==> src/rtl/encrypt_stream_pkg.sv <==
// Shared types and bit-permutation helpers for the streaming encrypt/decrypt engine.
package encrypt_stream_pkg;

    localparam int unsigned MAX_DW = 64;
    localparam int unsigned MAX_IW = 6;

    typedef enum logic [1:0] {
        IDLE  = 2'd0,
        RUN   = 2'd1,
        DRAIN = 2'd2
    } state_t;

    localparam logic [MAX_DW-1:0] KEY_RST = '0;

    // Rotate the low w bits of x left by amt; bits at and above w are zero.
    function automatic logic [MAX_DW-1:0] rol(input logic [MAX_DW-1:0] x,
                                              input int unsigned       amt,
                                              input int unsigned       w);
        logic [MAX_DW-1:0] r;
        r = '0;
        for (int unsigned i = 0; i < MAX_DW; i++) begin
            if (i < w) begin
                r[MAX_IW'(i)] = x[MAX_IW'((i + w - amt) % w)];
            end
        end
        return r;
    endfunction

    // Rotate the low w bits of x right by amt; bits at and above w are zero.
    function automatic logic [MAX_DW-1:0] ror(input logic [MAX_DW-1:0] x,
                                              input int unsigned       amt,
                                              input int unsigned       w);
        logic [MAX_DW-1:0] r;
        r = '0;
        for (int unsigned i = 0; i < MAX_DW; i++) begin
            if (i < w) begin
                r[MAX_IW'(i)] = x[MAX_IW'((i + amt) % w)];
            end
        end
        return r;
    endfunction

endpackage

==> src/rtl/encrypt_stream_unit_key_ring.sv <==
// Loadable key ring with a beat counter that advances the read pointer every rate beats.
module encrypt_key_ring
    import encrypt_stream_pkg::*;
#(
    parameter int unsigned DW    = 8,
    parameter int unsigned NKEYS = 3,
    parameter int unsigned ROT_W = 3,
    parameter int unsigned KIW   = 2
) (
    input  logic             clk,
    input  logic             rst_n,
    input  logic             we_i,
    input  logic [KIW-1:0]   widx_i,
    input  logic [DW-1:0]    wdata_i,
    input  logic             restart_i,
    input  logic [ROT_W-1:0] rate_i,
    input  logic             accept_i,
    output logic [DW-1:0]    key_o
);

    logic [DW-1:0]    keys_q [NKEYS];
    logic [KIW-1:0]   ptr_q, ptr_d;
    logic [ROT_W-1:0] cnt_q, cnt_d;
    logic [ROT_W-1:0] rate_q, rate_d;

    // Pointer/counter update; a rate of zero pins the pointer to entry 0.
    always_comb begin
        ptr_d  = ptr_q;
        cnt_d  = cnt_q;
        rate_d = rate_q;
        if (restart_i) begin
            ptr_d  = '0;
            cnt_d  = '0;
            rate_d = rate_i;
        end else if (accept_i && (rate_q != '0)) begin
            if (cnt_q == rate_q - ROT_W'(1)) begin
                cnt_d = '0;
                ptr_d = (32'(ptr_q) == NKEYS - 1) ? '0 : ptr_q + KIW'(1);
            end else begin
                cnt_d = cnt_q + ROT_W'(1);
            end
        end
    end

    always_ff @(posedge clk or negedge rst_n) begin
        if (!rst_n) begin
            ptr_q  <= '0;
            cnt_q  <= '0;
            rate_q <= '0;
        end else begin
            ptr_q  <= ptr_d;
            cnt_q  <= cnt_d;
            rate_q <= rate_d;
        end
    end

    // Out-of-range indices are dropped rather than aliased onto a real entry.
    always_ff @(posedge clk or negedge rst_n) begin
        if (!rst_n) begin
            for (int unsigned i = 0; i < NKEYS; i++) begin
                keys_q[i] <= DW'(KEY_RST);
            end
        end else if (we_i && (32'(widx_i) < NKEYS)) begin
            keys_q[widx_i] <= wdata_i;
        end
    end

    assign key_o = keys_q[ptr_q];

endmodule

==> src/rtl/encrypt_stream_unit.sv <==
// Streaming rotate+XOR encrypt/decrypt engine: control FSM, valid/ready handshakes
// and a two-stage datapath (stage-1 register, then output register).
module encrypt_stream_unit
    import encrypt_stream_pkg::*;
#(
    parameter  int unsigned DW       = 8,
    parameter  int unsigned NKEYS    = 3,
    parameter  int unsigned ROT_W    = 3,
    parameter  int unsigned PERM_ROT = 3,
    localparam int unsigned KIW      = (NKEYS > 1) ? $clog2(NKEYS) : 1
) (
    input  logic             clk,
    input  logic             rst,
    input  logic             cfg_start,
    input  logic             cfg_stop,
    input  logic             mode,
    input  logic [ROT_W-1:0] rot_freq,
    input  logic             key_we,
    input  logic [KIW-1:0]   key_idx,
    input  logic [DW-1:0]    key_data,
    input  logic             in_valid,
    output logic             in_ready,
    input  logic [DW-1:0]    din,
    output logic             out_valid,
    input  logic             out_ready,
    output logic [DW-1:0]    dout,
    output logic             busy
);

    state_t        state_q, state_d;
    logic          mode_q, mode_d;
    logic          s1_valid_q, s1_valid_d;
    logic [DW-1:0] s1_data_q, s1_data_d;
    logic [DW-1:0] s1_key_q, s1_key_d;
    logic          out_valid_q, out_valid_d;
    logic [DW-1:0] dout_q, dout_d;

    logic          adv_c;
    logic          accept_c;
    logic          start_c;
    logic          key_we_c;
    logic [DW-1:0] key_c;
    logic [DW-1:0] xform_c;

    assign adv_c    = !out_valid_q || out_ready;
    assign in_ready = (state_q == RUN) && (!s1_valid_q || adv_c);
    assign accept_c = in_valid && in_ready;
    assign start_c  = (state_q == IDLE) && cfg_start;
    assign key_we_c = (state_q == IDLE) && key_we;

    encrypt_key_ring #(
        .DW    (DW),
        .NKEYS (NKEYS),
        .ROT_W (ROT_W),
        .KIW   (KIW)
    ) u_key_ring (
        .clk       (clk),
        .rst_n     (rst),
        .we_i      (key_we_c),
        .widx_i    (key_idx),
        .wdata_i   (key_data),
        .restart_i (start_c),
        .rate_i    (rot_freq),
        .accept_i  (accept_c),
        .key_o     (key_c)
    );

    // Decrypt undoes encrypt: XOR first, then rotate back the other way.
    always_comb begin
        if (mode_q) begin
            xform_c = DW'(ror(MAX_DW'(s1_data_q ^ s1_key_q), PERM_ROT, DW));
        end else begin
            xform_c = DW'(rol(MAX_DW'(s1_data_q), PERM_ROT, DW)) ^ s1_key_q;
        end
    end

    // Next-state: control FSM plus pipeline movement.
    always_comb begin
        state_d     = state_q;
        mode_d      = mode_q;
        s1_valid_d  = s1_valid_q;
        s1_data_d   = s1_data_q;
        s1_key_d    = s1_key_q;
        out_valid_d = out_valid_q;
        dout_d      = dout_q;

        unique case (state_q)
            IDLE: begin
                if (cfg_start) begin
                    state_d = RUN;
                    mode_d  = mode;
                end
            end
            RUN: begin
                if (cfg_stop) begin
                    state_d = DRAIN;
                end
            end
            DRAIN: begin
                if (!s1_valid_q && adv_c) begin
                    state_d = IDLE;
                end
            end
            default: state_d = IDLE;
        endcase

        if (adv_c) begin
            out_valid_d = s1_valid_q;
            s1_valid_d  = 1'b0;
            if (s1_valid_q) begin
                dout_d = xform_c;
            end
        end
        if (accept_c) begin
            s1_valid_d = 1'b1;
            s1_data_d  = din;
            s1_key_d   = key_c;
        end
    end

    always_ff @(posedge clk or negedge rst) begin
        if (!rst) begin
            state_q     <= IDLE;
            mode_q      <= 1'b0;
            s1_valid_q  <= 1'b0;
            s1_data_q   <= '0;
            s1_key_q    <= '0;
            out_valid_q <= 1'b0;
            dout_q      <= '0;
        end else begin
            state_q     <= state_d;
            mode_q      <= mode_d;
            s1_valid_q  <= s1_valid_d;
            s1_data_q   <= s1_data_d;
            s1_key_q    <= s1_key_d;
            out_valid_q <= out_valid_d;
            dout_q      <= dout_d;
        end
    end

    assign out_valid = out_valid_q;
    assign dout      = dout_q;
    assign busy      = (state_q != IDLE);

endmodule
==> config.mk <==
export PLATFORM = sky130hd
export DESIGN_NAME = encrypt_stream_unit
export DESIGN_NICKNAME = d
export VERILOG_FILES = /design/src/rtl/encrypt_stream_pkg.sv /design/src/rtl/encrypt_stream_unit_key_ring.sv /design/src/rtl/encrypt_stream_unit.sv
export SDC_FILE = /design/constraint.sdc
export NUM_CORES = 1
export LEC_CHECK = 0
export ABC_AREA = 1
export CELL_PAD_IN_SITES_DETAIL_PLACEMENT = 0
export CELL_PAD_IN_SITES_GLOBAL_PLACEMENT = 1
export CORE_MARGIN = 3
export CORE_UTILIZATION = 46
export DETAILED_ROUTE_END_ITERATION = 8
export DONT_BUFFER_PORTS = 1
export GPL_TIMING_DRIVEN = 0
export PLACE_DENSITY_LB_ADDON = 0.12
export SYNTH_ARGS = -nofsm -noshare
export SYNTH_HDL_FRONTEND = slang
export SYNTH_HIERARCHICAL = 1
export SYNTH_SLANG_ARGS = --single-unit
==> constraint.sdc <==
create_clock -name clk -period 1.9 [get_ports clk]
set_clock_uncertainty 0.15 [all_clocks]
set_input_delay 0.38 -clock clk [delete_from_list [all_inputs] [get_ports clk]]
set_output_delay 0.38 -clock clk [all_outputs]
set_load 0.005 [all_outputs]
# Yosys cells after proc, flatten, opt, wreduce, memory -nomap -nowiden
# Index checks and enable logic that the tools add are counted.
[op_classes]
eq_ne = 7
n_reduce_logical = 22
order_cmp = 4
bitwise_logic = 4
muxes = 28
add_sub_neg = 3
[op_table]
columns = ["op", "n"]
rows = [
  ["8-bit two-way mux", 4],
  ["24-bit bitwise mux", 1],
  ["8-bit binary-select mux with 2-bit select", 1],
  ["8-bit demux with 2-bit select", 1],
  ["8-bit XOR", 2],
  ["2-bit two-way mux", 7],
  ["1-bit two-way mux", 10],
  ["3-bit two-way mux", 3],
  ["1-bit logical AND", 8],
  ["2-bit nonzero test", 4],
  ["3-bit greater-or-equal comparator (second input constant)", 2],
  ["2-bit inequality test (second input constant)", 3],
  ["2-bit NOT with 3-bit output", 2],
  ["2-bit one-hot mux with 3 select lines", 1],
  ["2-bit AND reduction", 3],
  ["2-bit equality test (second input constant)", 2],
  ["3-bit by 1-bit adder with 3-bit output (second input constant)", 1],
  ["3-bit equality test", 1],
  ["3-bit by 1-bit less-than comparator with 1-bit output (second input constant)", 1],
  ["3-bit AND reduction", 1],
  ["3-bit nonzero test", 1],
  ["3-bit by 1-bit subtractor with 3-bit output (second input constant)", 1],
  ["2-bit by 1-bit adder with 2-bit output (second input constant)", 1],
  ["2-bit by 1-bit equality test with 1-bit output (second input constant)", 1],
  ["other kinds (4)", 6],
]
[totals]
wordCells = 81
output_inout_bits = 11
input_bits = 29
ff_bits = 61

# Longest topological paths before layout
# Gate-level depths: netlist (run 1).
[depth]
word_depth = 8
depth_mapped = 11
depth_no_buf = 11

# By module
# Netlist (run 1), hierarchy kept.
[by_module_without_submodules]
columns = ["module", "instances", "area_each_um2", "cells_per_inst", "seq_area_each_um2"]
rows = [
  ["encrypt_key_ring", 1, 1505.2, 188, 800.8],
  ["encrypt_stream_unit", 1, 1487.7, 197, 725.7],
]

# Worst setup path before layout (run 1)
# Ideal clock, no wire load.
[synth_path]
path_type = "register to register"
startpoint = "reg state_q[1]"
endpoint = "reg u_key_ring.cnt_q[2]"
t_arrival_ns = 1.402
setup_time_ns = 0.077
n_path_buf = 1
required_time_ns = 1.673
path_slack_ns = 0.271
stages_incl_launch_ff = 10
period_less_slack_ns = 1.629
path_cell_list = "dfrtp_1 > nor2_8 > nand3_4 > buf_6 > inv_1 > nand2_1 > nand2_4 > nand2_1 > xor2_1 > a21oi_1"
[synth_via]
elab_chain_len = 5
word_cells_on_any_way = 8
classes_between = "eq/ne (1); mux (1); reduce/logical (6)"
[synth_rtl]
columns = ["element", "line_no", "rtl"]
rows = [
  ["from (decl)", "encrypt_stream_unit.sv:30", "state_t state_q, state_d;"],
  ["from (signal assigned)", "encrypt_stream_unit.sv:131", "state_q <= state_d;"],
  ["2-bit by 1-bit equality test with 1-bit output", "encrypt_stream_unit.sv:46", "assign in_ready = (state_q == RUN) && (!s1_valid_q || adv_c);"],
  ["1-bit logical AND", "encrypt_stream_unit.sv:46", ""],
  ["1-bit logical AND", "encrypt_stream_unit.sv:47", "assign accept_c = in_valid && in_ready;"],
  ["net accept_c", "encrypt_stream_unit.sv:39", "logic accept_c;"],
  ["1-bit logical AND", "encrypt_stream_unit_key_ring.sv:35", "end else if (accept_i && (rate_q != '0)) begin"],
  ["2-bit nonzero test (no line)", "--", ""],
  ["to (signal assigned)", "encrypt_stream_unit_key_ring.sv:52", "cnt_q <= cnt_d;"],
  ["to (decl)", "encrypt_stream_unit_key_ring.sv:23", "logic [ROT_W-1:0] cnt_q, cnt_d;"],
]
# The timed path passes the listed nets, and every way through them passes these cells.
# A chain may end at the register's enable or synchronous reset.

# Worst setup path in the final report (run 1)
[layout_path]
startpoint = "reg state_q[1]"
endpoint = "out in_ready"
[layout_via]
elab_chain_len = 2
[layout_rtl]
columns = ["element", "line_no", "rtl"]
rows = [
  ["2-bit by 1-bit equality test with 1-bit output", "encrypt_stream_unit.sv:46", ""],
  ["1-bit logical AND", "encrypt_stream_unit.sv:46", ""],
  ["to (decl)", "encrypt_stream_unit.sv:22", "output logic in_ready,"],
]
# No other way between the ends.

==> results.txt, run 1 <==
Total Wirelength - 6754 µm
layout cell share with drive strength beyond 1 - 9.901%
Syn Std Cell Area - 2993 µm²
clock-pin slew on the worst setup and hold paths - 0.07 ns
DR WL/cell - 14.10 µm
cell depth of the worst setup path - 4
clock root cell - clkbuf_8
register area - 1528 µm²
First-pass DRT Iterations - 5
Placement Setup Slack - 0.001848 ns
io pins - 40
Die W - 86.66 µm
CP cell instances - nor2_8 -> buf_6 -> nand2_1 -> inv_1
Largest delay share family, worst path - flip-flops
Worst EP required - 1.37 ns
Mapped Cells - 385
row count - 28
failing checks - negative hold slack
CTS Buf Count - 9
Total Nets Final - 431
Post-Syn Nets - 417
total negative slack - 0 ns
Diodes inserted - 0
final instance area - 3356 µm²
status - finished with violations
Core Region - 6096 µm²
Worst slew margin - 57.38%
drt via density - 5.094
Seq/Total Area, Yosys - 51.00%
worst slew pin tran - 0.6369 ns
crit path max fanout - 10
leading cell type in the layout, fill and taps excluded - nand2_1
Crit Reg-Reg Endpoint - u_key_ring/cnt_q[2]
Starting Density - 49.10%
Worst setup EP type - output pin
min Tclk post-route - 1.811 ns
FF-to-FF path depth - 9
most frequent cells in the layout - 161 x nand2_1, 60 x dfrtp_1, 44 x inv_1
post-CTS setup repair buffer count - 0
Post-Syn Area per Cell - 7.774 µm²
setup slack, reg-to-reg - 0.14 ns
gr usage total - 20.26%
Final Hold Fails - 61
largest net degree at the start of global routing - 62
total gr overflow - 0
CP Buf/Inv Count - 2
total number of vias - 2440
Hold Buf Count CTS - 3
first-pass GRT wire length - 11720 µm
CP Data Arrival Time - 1.28 ns
Starting DRT DRC Count - 98
DR DRC count - 0
post-DP HPWL - 4698 µm
Final WS setup - 0.08894 ns
Max Cap Viol - 0
Netlist cell types - 23
Final GP Congestion - 0.7750
Final Cycle Share - 95.32%
Final Max Tran Viols - 0
RR Startpoint - state_q[1]
Highest Clock Rate - 552.2 MHz
hold slack - -0.4214 ns
WS Path Type - flop to output pin
Area Growth Syn to Fin - 12.12%
Multi-input gate area - 1254 µm²
delay of the slowest critical-path stage - 0.46 ns
Lkg Pwr - 0.001773 µW
Port-buffer cells - 0
Max Root-Sink Buffers - 2
fillcell total - 589
VDD IR max - 0.0007458 V
Power Density - 1685 nW/µm²
CP max stage cell - dfrtp_2
Die ar. - 7510 µm²
CTS tree - built
Routed Antenna Nets - 0
Setup Viol. Count Final - 0
Synth Register Bits - 61
hold crit path type - input port to asynchronous set/reset pin
Skew-Pair Late Insertion Delay - 0.34 ns
Sink Count - 61
number of global-route vias before repair - 2453
synth warn - 6
antenna violations before repair - 0
H-tree depth - 3
CP startpoint kind - flop
Vert. Die Dim - 86.66 µm
Post-DP Area - 3087 µm²
==> sequential cells by signal, indices dropped and copies added, names as in the netlist <==
name               cells
u_key_ring/keys_q     24
u_key_ring/ptr_q       2
dout                   8
s1_valid_q             1
out_valid              1
u_key_ring/cnt_q       3
s1_data_q              8
u_key_ring/rate_q      3
mode_q                 1
s1_key_q               8
state_q                2
==> cell usage after synthesis, drive strengths merged <==
cell type	n	area, µm²
o31ai	1	7.510
nor3	1	5.000
ha	3	37.54
a21oi	1	5.000
nand4	18	112.6
inv	46	172.7
nor2	7	45.05
xor2	1	8.760
dfrtp	61	1526
nand3	42	232.7
buf	10	61.30
nand2	165	634.4
o21ai	28	140.1
clkinv	1	3.750
==> worst max path at each step <==
stage / from / end / slack [ns]
5_1_grt: state_q[1] / u_key_ring/keys_q[21] / -0.02
3_5_place_dp: state_q[1] / u_key_ring/keys_q[3] / 0.002
2_1_floorplan: state_q[1] / u_key_ring/cnt_q[2] / 0.27
3_3_place_gp: state_q[1] / u_key_ring/keys_q[14] / 0.05
6_report: state_q[1] / in_ready / 0.09
4_1_cts: state_q[1] / u_key_ring/keys_q[2] / 0.02
==> report_power, final <==
group	total, µW	internal (µW)	switching (µW)	leakage (µW)
clock	1240	733	505	0.000107
combinational	2050	765	1280	0.000898
sequential	2370	1910	460	0.000768
total	5650	3400	2250	0.00177
==> area by class of cell <==
type	count	area share (%)
plain buffers	10	2.013
flip-flops and latches	61	45.53
inverters	47	5.257
repair buffers	3	0.8949
multi-input cells	267	37.36
clock inverters	5	2.237
clock buffers	11	3.915
well taps	75	2.796
==> timing repair <==
action,CTS,global route
pin swaps,1,0
endpoints found under the setup margin,2,25
hold endpoints to repair,64,61
gates resized for setup,3,5
==> routing by layer <==
metal  part of all wire [%]  track usage [%]  up-vias  routed length (µm)
li1                       -                -     1256                   -
met1                     46            25.26     1125                3074
met2                     49            34.28       47                3318
met3                    3.4            3.422       12                 227
met4                    2.0            9.207        0                 134
met5                      0                0        -                   0
==> cells by family after synthesis <==
family                     synth area share (%)
and+or+nand+nor                           34.41
DFF                                       51.00
buffers and inverters                     7.943
AOI/OAI and AO/OA                         5.100
adders and majority gates                 1.254
xor gates and xnor gates                 0.2927
==> metrics by stage <==
step	power, µW	hold WS, ns	utilization (%)	std cells
after floorplan	3893	-0.06559	-	385
after global placement	4346	-0.06419	50.64	460
after detailed placement	4410	-0.06415	50.64	460
after CTS	5689	-0.4348	54.70	479
after global routing	6207	-0.4401	55.05	479
final	5654	-0.4214	55.05	479
==> worst register-to-register path: cells and delay by family (launching register included) <==
kind | cells | cell delay [ns]
and+or+nand+nor | 5 | 0.60
DFF | 1 | 0.46
buffers and inverters | 2 | 0.23
xor gates and xnor gates | 1 | 0.15
AOI/OAI and AO/OA | 1 | 0.11
No activity file was read; power rests on OpenSTA's default activity.
==> inputs of run 2 (changes only) <==
--- a/config.mk
+++ b/config.mk
@@ -5,11 +5,10 @@
 export SDC_FILE = /design/constraint.sdc
 export NUM_CORES = 1
 export LEC_CHECK = 0
-export ABC_AREA = 1
 export CELL_PAD_IN_SITES_DETAIL_PLACEMENT = 0
 export CELL_PAD_IN_SITES_GLOBAL_PLACEMENT = 1
 export CORE_MARGIN = 3
-export CORE_UTILIZATION = 46
+export CORE_UTILIZATION = 51
 export DETAILED_ROUTE_END_ITERATION = 8
 export DONT_BUFFER_PORTS = 1
 export GPL_TIMING_DRIVEN = 0
==> results.txt, run 2 <==
Port-buffer cells - 0 (unchanged)
Syn Std Cell Area - 2917 µm² (-2.6%)
Starting DRT DRC Count - 64 (-35%)
hold crit path type - input port to asynchronous set/reset pin
Final Cycle Share - 100.7% (+5.4 points)
total gr overflow - 0 (unchanged)
Total Wirelength - 5590 µm (-17%)
Critical Path Start - u_key_ring/rate_q[0]
DR DRC count - 0 (unchanged)
Post-Syn Area per Cell - 12.96 µm² (+67%)
clock-pin slew on the worst setup and hold paths - 0.06 ns (about the same)
setup slack, reg-to-reg - -0.01 ns (-0.15 ns)
Final GP Congestion - 0.7356 (-5.1%)
RSZ-0062 raised after global routing - true
Worst slew margin - 72.40% (+15 points)
row count - 26 (-7.1%)
first-pass GRT wire length - 9059 µm (-23%)
fillcell total - 408 (-31%)
Power Density - 1594 nW/µm² (-5.4%)
CP max stage cell - or4_4
worst slew pin tran - 0.4140 ns (-0.2229 ns)
Diodes inserted - 0 (unchanged)
status - finished with violations
Max Root-Sink Buffers - 2 (unchanged)
largest net degree at the start of global routing - 62 (unchanged)
First-pass DRT Iterations - 4 (-1)
Mapped Cells - 225 (-42%)
top cells by area, synth - dfrtp_1 52%, mux2_2 8.9%, xnor2_1 4.8%
leading cell type in the layout, fill and taps excluded - dfrtp_1
Primary FF master, synth - dfrtp_1
Worst setup EP type - flop
min Tclk post-route - 1.914 ns (+0.1031 ns)
Crit Reg-Reg Endpoint - u_key_ring/ptr_q[0]
total negative slack - -0.01414 ns (-0.01414 ns)
WS Path Type - flop to flop
Util after Layout - 62.74% (+7.7 points)
CP Data Arrival Time - 2.01 ns (+0.73 ns)
Setup Viol. Count Final - 1 (+1)
Skew-Pair Late Insertion Delay - 0.32 ns (-0.02 ns)
EDFF count, synth - 0 (unchanged)
area leader, netlist - dfrtp_1
Post-synth top cells - 61 x dfrtp_1, 23 x mux2_2, 16 x xnor2_1, 14 x nand2_1, 14 x o21ai_0
CTS tree - built
Routed Antenna Nets - 0 (unchanged)
Multi-input gate area - 1375 µm² (+9.7%)
drt via density - 5.648 (+11%)
post-DP HPWL - 3978 µm (-15%)
Synth Register Bits - 61 (unchanged)
Final WS setup - -0.01414 ns (-0.1031 ns)
Final Hold Fails - 61 (unchanged)
Netlist cell types - 36 (+57%)
RR Startpoint - u_key_ring/rate_q[0]
CP startpoint kind - flop
max reg flops - 24 (unchanged)
Worst EP required - 2.00 ns (+0.63 ns)
Core Region - 5303 µm² (-13%)
io pins - 40 (unchanged)
Die W - 81.62 µm (-5.8%)
hold slack - -0.4056 ns (+0.01581 ns)
H-tree depth - 3 (unchanged)
gr usage total - 18.44% (-1.8 points)
Async SR Flop Fraction - 100.0% (unchanged)
FF-to-FF path depth - 6 (-3)
crit path to - u_key_ring/ptr_q[0]
DR WL/cell - 17.41 µm (+24%)
Area Growth Syn to Fin - 14.07%
VDD IR max - 0.0007168 V (-3.9%)
Lkg Pwr - 0.001411 µW (-20%)
Die ar. - 6662 µm² (-11%)
crit path max fanout - 4 (-6)
Starting Density - 55.00% (+5.9 points)
Sink Count - 61 (unchanged)
Final Max Tran Viols - 0 (unchanged)
clock root cell - clkbuf_8
CP cell instances - inv_2 -> ha_1 -> xor3_1 -> nand3b_4 -> or4_4 -> a21oi_2
failing checks - negative hold slack, negative setup slack
Seq/Total Area, Yosys - 52.34% (+1.3 points)
Yosys top cell area share - 52.34% (+1.3 points)
layout cell share with drive strength beyond 1 - 32.27% (+22 points)
most frequent cells in the layout - 60 x dfrtp_1, 23 x mux2_2, 16 x xnor2_1
Post-Syn Nets - 257 (-38%)
number of global-route vias before repair - 1915 (-22%)
Biggest register - u_key_ring/keys_q
top-count cell post-synth - dfrtp_1
antenna violations before repair - 0 (unchanged)
synth warn - 6 (unchanged)
Total Nets Final - 279 (-35%)
Max Cap Viol - 0 (unchanged)
Vert. Die Dim - 81.62 µm (-5.8%)
total number of vias - 1813 (-26%)
delay of the slowest critical-path stage - 0.49 ns (+0.03 ns)
register area - 1528 µm² (unchanged)
Highest Clock Rate - 522.4 MHz (-5.4%)
CTS Buf Count - 9 (unchanged)
==> run 2: cell count changes after synthesis, moves of 5 or more <==
cell and change:
mux2_1 +10, mux2_4 +8, inv_1 -35, nand4_1 -18
xnor2_1 +16, mux2_2 +23, nand2_1 -147, buf_2 -5
o21ai_0 -14, mux2i_1 +10, nand3_1 -37, o21ai_1 +8
o221ai_1 +8
==> run 2: cells by family (layout without fill, tap and decap cells) <==
family	count (synthesis)	in the layout	share of synthesized area (%)
DFF	61	61	52.34
muxes	51	51	20.29
AOI/OAI and AO/OA	40	40	9.095
and+or+nand+nor	35	35	7.164
xor gates and xnor gates	19	19	7.121
buffers and inverters	16	42	2.703
adders and majority gates	3	3	1.287
==> run 2: routing by layer <==
layer | GRT usage, % | vias to the layer above | wire length [µm]
met1 | 22.67 | 927 | 2439
met5 | 0 | - | 0
met4 | 6.312 | 0 | 20
met2 | 30.05 | 48 | 2792
met3 | 6.798 | 2 | 337
li1 | - | 836 | -
==> run 2: final cells by class <==
class | instances | area share [%]
clock inverter | 2 | 0.3009
multi-input combinational | 148 | 41.33
inverter | 9 | 1.015
sequential | 61 | 45.92
tap | 70 | 2.633
clock buffer | 13 | 4.475
buffer | 7 | 1.467
timing repair buffer | 11 | 2.858
==> run 2: how the worst min path moves through the flow <==
| stage | from | to | slack, ns |
|---|---|---|---|
| finish | rst | out_valid | -0.41 |
| global route | rst | out_valid | -0.44 |
| CTS | rst | out_valid | -0.43 |
| detailed placement | rst | out_valid | -0.06 |
| global placement | rst | out_valid | -0.06 |
| floorplan | rst | dout[0] | -0.07 |
==> run 2: critical path: cells and delay by family (launching register included) <==
kind / cells / cell delay (ns)
compound gates: 1 / 0.14
xor+xnor: 1 / 0.23
flops: 1 / 0.39
simple gates: 2 / 0.67
buf+inv: 1 / 0.10
fa+ha+maj: 1 / 0.16
==> run 2: timing repair <==
| action | CTS | global route |
|---|---|---|
| gates resized for setup | 7 | 6 |
| endpoints found under the setup margin | 38 | 21 |
| hold endpoints to repair | 61 | 61 |
| pin swaps | 4 | 1 |
| buffers inserted | 7 | 4 |
==> run 2: stage by stage <==
stage	area [µm²]	cells	setup WS, ns	power (µW)
2_1_floorplan	2953	225	-0.07482	3837
3_3_place_gp	3040	295	-0.2563	4120
3_5_place_dp	3040	295	-0.3700	4248
4_1_cts	3293	317	-0.04915	5305
5_1_grt	3327	321	-0.08299	5644
6_report	3327	321	-0.01414	5303
==> run 2: power by group <==
| group | switching (µW) | leakage, µW | internal [µW] | total, µW |
|---|---|---|---|---|
| clock network | 445 | 0.0000833 | 498 | 943 |
| registers | 493 | 0.000743 | 1910 | 2400 |
| logic | 821 | 0.000585 | 1140 | 1960 |
| total | 1760 | 0.00141 | 3540 | 5300 |
==> inputs of run 3 (changes only) <==
--- a/config.mk
+++ b/config.mk
@@ -8,9 +8,8 @@
 export CELL_PAD_IN_SITES_DETAIL_PLACEMENT = 0
 export CELL_PAD_IN_SITES_GLOBAL_PLACEMENT = 1
 export CORE_MARGIN = 3
-export CORE_UTILIZATION = 51
+export CORE_UTILIZATION = 44
 export DETAILED_ROUTE_END_ITERATION = 8
-export DONT_BUFFER_PORTS = 1
 export GPL_TIMING_DRIVEN = 0
 export PLACE_DENSITY_LB_ADDON = 0.12
 export SYNTH_ARGS = -nofsm -noshare
==> results.txt, run 3 (same netlist as run 2, synthesis figures left out) <==
CTS tree - built
CP cell instances - inv_2 -> ha_4 -> xor3_1 -> nand3b_4 -> or4_1 -> a21oi_1
WS Path Type - flop to flop
io pins - 40 (unchanged)
Final WS setup - 0.02421 ns (+0.03835 ns)
Final Cycle Share - 98.73% (-2.0 points)
Die W - 87.42 µm (+7.1%)
register area - 1526 µm² (about the same)
CP startpoint kind - flop
most frequent cells in the layout - 61 x dfrtp_1, 35 x clkdlybuf4s50_1, 23 x mux2_2
crit path max fanout - 3 (-1)
VDD IR max - 0.0009127 V (+27%)
clock root cell - clkbuf_8
largest net degree at the start of global routing - 62 (unchanged)
leading cell type in the layout, fill and taps excluded - dfrtp_1
Vert. Die Dim - 87.42 µm (+7.1%)
Worst EP required - 2.00 ns (about the same)
Sink Count - 61 (unchanged)
Power Density - 1540 nW/µm² (-3.4%)
CP max stage cell - or4_1
post-DP HPWL - 3937 µm (-1.0%)
worst slew pin tran - 0.7586 ns (+0.3446 ns)
Worst setup EP type - flop
hold crit path type - flop to flop
final instance area - 3800 µm² (+14%)
Worst slew margin - 49.43% (-23 points)
H-tree depth - 3 (unchanged)
Multi-input gate area - 1383 µm² (+0.55%)
Highest Clock Rate - 533.1 MHz (+2.0%)
CP Data Arrival Time - 1.98 ns (-0.03 ns)
sequential power share - 40.4% (-4.9 points)
Max Root-Sink Buffers - 2 (unchanged)
Final Hold Fails - 0 (-100%)
Die ar. - 7641 µm² (+15%)
clock-pin slew on the worst setup and hold paths - 0.06 ns (about the same)
Util after Layout - 59.50% (-3.2 points)
Core Region - 6386 µm² (+20%)
DR DRC count - 0 (unchanged)
DR WL/cell - 15.71 µm (-9.8%)
Placement Setup Slack - -0.6946 ns (-0.3247 ns)
Largest delay share family, worst path - simple AND/OR/NAND/NOR gates
gr usage total - 17.15% (-1.3 points)
Total Nets Final - 320 (+15%)
antenna violations before repair - 0 (unchanged)
Final Max Tran Viols - 0 (unchanged)
Skew-Pair Late Insertion Delay - 0.33 ns (about the same)
Post-DP Area - 3437 µm² (+13%)
Critical Path Start - u_key_ring/rate_q[0]
RR Startpoint - u_key_ring/rate_q[0]
CP Buf/Inv Count - 1 (unchanged)
combinational power share - 39.2% (+2.2 points)
max reg flops - 24 (unchanged)
RSZ-0062 raised after global routing - true
power share of the clock group - 20.4% (+2.6 points)
Int Pwr - 3998 µW (+13%)
total gr overflow - 0 (unchanged)
delay of the slowest critical-path stage - 0.46 ns (-0.03 ns)
Min-Delay Startpoint - u_key_ring/keys_q[22]
total number of vias - 1920 (+5.9%)
row count - 29 (+12%)
Starting DRT DRC Count - 40 (-38%)
fillcell total - 544 (+33%)
min Tclk post-route - 1.876 ns (-0.03835 ns)
Power Total - 5851 µW (+10%)
first-pass GRT wire length - 9936 µm (+9.7%)
First-pass DRT Iterations - 4 (unchanged)
Routed Antenna Nets - 0 (unchanged)
Starting Density - 45.67% (-9.3 points)
Total Wirelength - 5811 µm (+4.0%)
number of global-route vias before repair - 1983 (+3.6%)
Port-buffer cells - 39 (+39)
Area Growth Syn to Fin - 30.29%
status - complete, no violations
Psw - 1853 µW (+5.4%)
sw frac - 31.68% (-1.5 points)
CTS Buf Count - 9 (unchanged)
Lkg Pwr - 0.001597 µW (+13%)
Setup Viol. Count Final - 0 (-1)
Diodes inserted - 0 (unchanged)
Biggest register - u_key_ring/keys_q
drt via density - 5.189 (-8.1%)
layout cell share with drive strength beyond 1 - 28.67% (-3.6 points)
Final GP Congestion - 0.7609 (+3.4%)
Max Cap Viol - 0 (unchanged)
[run 3: worst reg2reg max path, cell delays in order, from the launching register on]
cell and delay [ns]:
dfrtp_1 0.39, inv_2 0.11, ha_4 0.14, xor3_1 0.23, nand3b_4 0.18, or4_1 0.46
a21oi_1 0.14
[run 3: layout make-up]
class / instances / area share (%)
Buffer: 7 / 1.482
Timing Repair Buffer: 52 / 12.97
Sequential cell: 61 / 40.17
Multi-Input combinational cell: 148 / 36.38
Clock inverter: 3 / 1.120
Clock buffer: 13 / 4.445
Inverter: 9 / 0.8890
Tap cell: 77 / 2.535
[run 3: power groups by stage]
stage                     registers [µW]  clock network, µW  logic (µW)
final                               2360               1200        2290
after global routing                2440               1290        2560
after CTS                           2360               1230        2240
after detailed placement            2400                  0        2130
after global placement              2370                  0        2070
after floorplan                     2290                  0        1550
[run 3: layer usage]
layer | global-route usage [%] | vias to the layer above | share of wire [%]
li1 | - | 921 | -
met1 | 23.02 | 948 | 47
met2 | 25.96 | 45 | 47
met4 | 5.160 | 0 | 0.91
met5 | 0 | - | 0
met3 | 6.244 | 6 | 5.7
[run 3: repair_timing]
action	in CTS	in global routing
buffers inserted	10	2
endpoints found under the hold margin	12	0
pin swaps	2	3
endpoints found under the setup margin	39	22
resized for setup	13	6
hold buffers	1	0
[run 3: worst paths after layout]
kind                            slack [ns]                     to  cells past startpoint
worst max-delay path                  0.02    u_key_ring/ptr_q[0]                      6
worst min-delay path                  0.34  u_key_ring/keys_q[22]                      1
worst max register to register        0.02    u_key_ring/ptr_q[0]                      6
worst min register to register        0.34  u_key_ring/keys_q[22]                      1
max in group asynchronous             0.59  u_key_ring/keys_q[10]                      2
min in group asynchronous             0.51             state_q[1]                      2
[run 3: metrics by stage]
stage                     cells  hold WS [ns]  setup TNS (ns)
after detailed placement    341        0.3239          -16.39
final                       370        0.3357               0
after CTS                   368        0.3385               0
after global routing        370        0.3670         -0.1106
after global placement      341        0.3152         -123.48
after floorplan             225      -0.06559         -0.1051
